`config.mk`:
```
export PLATFORM = sky130hd
export DESIGN_NAME = clock_divider
export DESIGN_NICKNAME = d
export VERILOG_FILES = /design/src/rtl/clock_divider.sv
export SDC_FILE = /design/constraint.sdc
export NUM_CORES = 1
export LEC_CHECK = 0
export CAP_MARGIN = 20
export CORE_ASPECT_RATIO = 0.6
export CORE_UTILIZATION = 55
export DETAILED_ROUTE_END_ITERATION = 7
export PLACE_DENSITY = 0.82
export SYNTH_ARGS = -nofsm -noshare
export SYNTH_HDL_FRONTEND = slang
export SYNTH_SLANG_ARGS = --single-unit
```
`constraint.sdc`:
```
create_clock -name clk -period 7.6 [get_ports clk]
set_input_delay 1.52 -clock clk [delete_from_list [all_inputs] [get_ports clk]]
set_output_delay 1.52 -clock clk [all_outputs]
set_load 0.05 [all_outputs]
```
`src/rtl/clock_divider.sv`:
```
// clock_divider: programmable integer divider producing a registered,
// glitch-free divided clock plus a one-cycle tick on the last clk cycle
// of every divided period. Divisor changes use a load/ack handshake and
// take effect only on period boundaries; stopping always finishes the
// period in progress.
//
// Ports:
//   clk, rst_n     - system clock, asynchronous active-low reset
//   run            - 1 = run, 0 = stop at the end of the current period
//   div_in/div_load- requested divisor and its one-cycle load strobe
//   div_busy       - a captured divisor is waiting to be committed
//   div_ack        - one-cycle pulse when the pending divisor commits
//   div_err        - one-cycle pulse when a load of 0 is rejected
//   div_active     - divisor currently in effect
//   clk_out, tick  - divided clock and end-of-period pulse (both flops)
module clock_divider #(
  parameter int WIDTH       = 8,
  parameter int DEFAULT_DIV = 2
) (
  input  logic             clk,
  input  logic             rst_n,
  input  logic             run,
  input  logic [WIDTH-1:0] div_in,
  input  logic             div_load,
  output logic             div_busy,
  output logic             div_ack,
  output logic             div_err,
  output logic [WIDTH-1:0] div_active,
  output logic             clk_out,
  output logic             tick
);

  localparam logic [WIDTH-1:0] DEF = WIDTH'(DEFAULT_DIV);
  localparam logic [WIDTH-1:0] ONE = WIDTH'(1);

  typedef enum logic [1:0] {IDLE, RUN, DRAIN} state_t;

  state_t           state, state_nxt;
  logic [WIDTH-1:0] cnt, cnt_nxt;
  logic [WIDTH-1:0] pending;
  logic [WIDTH-1:0] act_nxt, half_nxt;
  logic             wrap, commit, accept, reject;
  logic             clk_out_nxt, tick_nxt;

  // State register. Outputs are flops fed from next-state decode so they
  // only ever move on a clk rising edge.
  always_ff @(posedge clk or negedge rst_n) begin
    if (!rst_n) begin
      state      <= IDLE;
      cnt        <= '0;
      pending    <= '0;
      div_active <= DEF;
      div_busy   <= 1'b0;
      div_ack    <= 1'b0;
      div_err    <= 1'b0;
      clk_out    <= 1'b0;
      tick       <= 1'b0;
    end else begin
      state      <= state_nxt;
      cnt        <= cnt_nxt;
      div_active <= act_nxt;
      div_ack    <= commit;
      div_err    <= reject;
      clk_out    <= clk_out_nxt;
      tick       <= tick_nxt;
      if (accept)      pending <= div_in;
      if (accept)      div_busy <= 1'b1;
      else if (commit) div_busy <= 1'b0;
    end
  end

  // Next-state / counter / handshake decode.
  always_comb begin
    state_nxt = state;
    cnt_nxt   = cnt;
    wrap      = (state != IDLE) && (cnt == div_active - ONE);
    // Loads are only looked at while nothing is pending; a load that
    // lands on a commit edge still sees div_busy=1 and is dropped.
    accept    = div_load && !div_busy && (div_in != '0);
    reject    = div_load && !div_busy && (div_in == '0);
    // IDLE commits right away; otherwise wait for the period boundary.
    commit    = div_busy && ((state == IDLE) || wrap);
    case (state)
      IDLE: begin
        cnt_nxt = '0;
        if (run) state_nxt = RUN;
      end
      RUN: begin
        cnt_nxt = wrap ? '0 : cnt + ONE;
        // run dropping exactly on the last cycle ends the period now.
        if (!run) state_nxt = wrap ? IDLE : DRAIN;
      end
      DRAIN: begin
        cnt_nxt = wrap ? '0 : cnt + ONE;
        if (run)       state_nxt = RUN;
        else if (wrap) state_nxt = IDLE;
      end
      default: begin
        state_nxt = IDLE;
        cnt_nxt   = '0;
      end
    endcase
  end

  // Output decode on next-state values. The divisor committed on a wrap
  // already governs the period starting at that edge.
  always_comb begin
    act_nxt     = commit ? pending : div_active;
    half_nxt    = act_nxt >> 1;
    clk_out_nxt = (state_nxt != IDLE) && (cnt_nxt >= act_nxt - half_nxt);
    tick_nxt    = (state_nxt != IDLE) && (cnt_nxt == act_nxt - ONE);
  end

endmodule
```
==> summary.md <==
| Metric | Value |
|---|---|
| Adder-cell share of the synthesized area | 0.154 |
| Max Cap Viol | 0 |
| Nets | 327 |
| Worst-case clock buffer depth | 2 |
| Antenna cells | 0 |
| Netlist cell types | 57 |
| Busiest grt layer | met1 |
| Area grow syn2layout | 16.9% |
| Crit path from | div_active[1] |
| Drt via density | 5.93 |
| Initial Util | 0.589 |
| Wire per inst | 17.6 um |
| Pre-CTS worst setup slack | 2.46 ns |
| XOR/XNOR Fraction of Synth Area | 0.110 |
| R2R setup slack | 2.42 ns |
| Clk root buf | clkbuf_8 |
| Syn Area/Cell | 9.62 um2 |
| RSZ-0062 raised after global routing | false |
| Post-synthesis mux area share | 0.0535 |
| H-tree Lvls | 2 |
| Total track usage | 0.293 |
| Share of post-route cells with drive strength above 1 | 0.0979 |
| Critical Path Sink Type | flip-flop |
| TritonRoute pass-1 iters | 5 |
| First-pass GRT wire length | 10100 um |
| Crit path kind | flip-flop to flip-flop |
| Slew margin rel. | 0.491 |
| Residual DRC | 0 |
| Worst Setup EP | clk_out |
| Crit path required time | 7.77 ns |
| Reg2reg end | clk_out |
| Ys Warns | 0 |
| Worst skew pair latency | 0.29 ns |
| Crit path DAT | 5.35 ns |
| TritonCTS clock tree | done |
| Ys flop type | dfrtp_1 |
| DR vias | 2052 |
| GR met1 Demand/Resource | 0.454 |
| CP max stage cell | dfstp_2 |
| Post-Syn Instances | 258 |
| EDFF count, synth | 0 |
| Netlist Area Pre-Place | 0.00248 mm2 |
| Detail Route Antenna Nets | 0 |
| Main combinational cell family by area after synthesis | compound AO/OA/AOI/OAI gates |
| Final hold vios | 0 |
| Clock slew at reported path FFs | 0.07 ns |
| Slew @ Worst Pin | 0.742 ns |
| Crit-path max FO | 8 |
| GRT overflow | 0 |
| CP top delay family | compound AO/OA/AOI/OAI gates |
| Critical path depth | 20 |
| Hold Buf Count CTS | 0 |
| Rows | 18 |
| Clock Skew | 0.00746 ns |
| Max-slew violations | 0 |
| Sequential share of the synthesized area | 0.313 |
| Async set or reset register ratio after synthesis | 1.00 |
| Post-Route WL | 6100 um |
| Die Height | 54.0 um |
| GPL Wtd Cong | 0.904 |
| DP HPWL | 4830 um |
| Post-CTS Setup Bufs | 0 |
| Post-CTS Resized | 0 |
| Commonest non-fill, non-tap cell in the layout | dfrtp_1 |
| Slowest Stage Delay on Critical Path | 0.57 ns |
| Fmax | 0.193 GHz |
| Status | finished clean |
| R2R depth | 20 |
| Min cycle time layout | 5.18 ns |
| Worst path buffer plus inverter count | 3 |
| #FFs+latches synth | 31 |
| Die area | 0.00479 mm2 |
| Synthesized net count | 300 |
| Met2 global-route usage | 0.409 |
| Min-Delay Path Class | flip-flop to flip-flop |
| Initial DRC Count | 158 |
| IO Count | 25 |
| Final worst path period share | 0.682 |
| Most frequent cells in the layout | 30 x dfrtp_1, 29 x ha_1, 24 x clkdlybuf4s50_1, 21 x inv_1, 16 x nor2_1 |
| Worst R2R Start | div_active[1] |
| Final setup violation count | 0 |
| Die X | 88.7 um |
| Simple-gate share of the synthesized area | 0.144 |
| Worst setup SP type | flip-flop |
| Vias in the first global route | 1954 |
| Crit-path most repeated cell | a21o_1 |
| Clock sinks | 31 |
| Met3 usage | 0.0552 |
| Worst setup margin | 2.42 ns |
| IO buf count | 24 |
| Initial antenna violation count | 0 |
| Core area | 0.00421 mm2 |
| Filler cell count | 331 |
| CP Cell Sequence | inv_1 > ha_1 > o21ba_2 > a221oi_1 > o2111ai_1 > o31ai_4 > mux2i_2 > ha_1 > inv_1 > fa_1 > inv_1 > ha_1 > a21o_1 > a21o_1 > a21o_1 > a21o_1 > a21o_1 > a21o_1 > a21oi_1 > nor2_1 |
| Setup TNS | 0 ns |
| Total CTS buffers | 5 |
| Post-synthesis compound-gate area fraction | 0.179 |
| Largest net degree at the start of global routing | 32 |
-- synth_stat cells, types with 2 or more instances --
cell type / count / area, um2
a2111oi_0: 2 / 17.5
a211oi_1: 2 / 15.0
a21o_1: 7 / 52.6
a21oi_1: 8 / 40.0
a221oi_1: 2 / 17.5
a31o_2: 2 / 17.5
a31oi_1: 4 / 25.0
and2_1: 2 / 12.5
and3_1: 6 / 37.5
and4_1: 2 / 17.5
clkbuf_1: 4 / 15.0
dfrtp_1: 30 / 751
ha_1: 29 / 363
inv_1: 21 / 78.8
mux2_2: 7 / 78.8
mux2i_1: 4 / 40.0
nand2_1: 10 / 37.5
nand2b_1: 4 / 25.0
nand3_1: 9 / 45.0
nor2_1: 16 / 60.1
nor2b_1: 3 / 18.8
nor3_1: 5 / 25.0
nor3b_1: 2 / 15.0
nor4_1: 3 / 18.8
o2111ai_1: 2 / 17.5
o21ai_0: 6 / 30.0
o22ai_1: 2 / 12.5
o311ai_1: 5 / 43.8
o31ai_1: 3 / 22.5
or3_1: 3 / 18.8
xnor2_1: 14 / 123
xor2_1: 14 / 123
-- per-layer routing --
layer	up-vias	share of wire
met4	0	0.0054
met1	971	0.51
met2	84	0.41
met5	-	0
li1	991	-
met3	6	0.073
-- worst register-to-register path, delay by kind of cell (launching register included) --
kind / cells / cell delay [ns]
multiplexers: 1 / 0.53
AO/OA/AOI/OAI: 11 / 2.52
AND/OR/NAND/NOR: 1 / 0.06
buffers and inverters: 3 / 0.17
adder cells (fa/ha/maj): 4 / 1.22
flip-flops: 1 / 0.57
-- layout make-up --
class / count / area, um2 / area share
clock buffer: 6 / 82.6 / 0.0285
sequential: 31 / 777 / 0.268
timing repair buffer: 26 / 255 / 0.0880
tap: 60 / 75.1 / 0.0259
multi-input combinational: 198 / 1590 / 0.548
clock inverter: 2 / 35.0 / 0.0121
inverter: 23 / 87.6 / 0.0302
-- worst min-delay path by stage --
stage / slack (ns) / start / cells after the start / end
finish: 0.52 / pending[2] / 1 / pending[2]
global route: 0.53 / pending[2] / 1 / pending[2]
CTS: 0.52 / pending[2] / 1 / pending[2]
detailed placement: 0.51 / pending[2] / 1 / pending[2]
global placement: 0.50 / pending[2] / 1 / pending[2]
floorplan: 0.48 / pending[2] / 1 / pending[2]
-- cell families after synthesis --
| group | Yosys count |
|---|---|
| DFF | 31 |
| muxes | 12 |
| and+or+nand+nor | 68 |
| AOI/OAI and AO/OA | 59 |
| xor gates and xnor gates | 29 |
| buffers and inverters | 29 |
| adders and majority gates | 30 |
-- sequential cells by signal, summed over array words and instances (netlist names), 2 cells and up --
register and count:
pending 8, state 2, div_active 8, cnt 8
-- per-stage QoR --
step                      hold slack [ns]  std cells  utilization  area, um2
after CTS                           0.522        346        0.689       2900
after detailed placement            0.508        338        0.661       2780
after floorplan                     0.480        258            -       2480
final                               0.517        346        0.689       2900
after global placement              0.504        338        0.661       2780
after global routing                0.529        346        0.689       2900
Power is not shown: default switching activity piles up to over one toggle a cycle in this logic, so the estimate is an artifact.
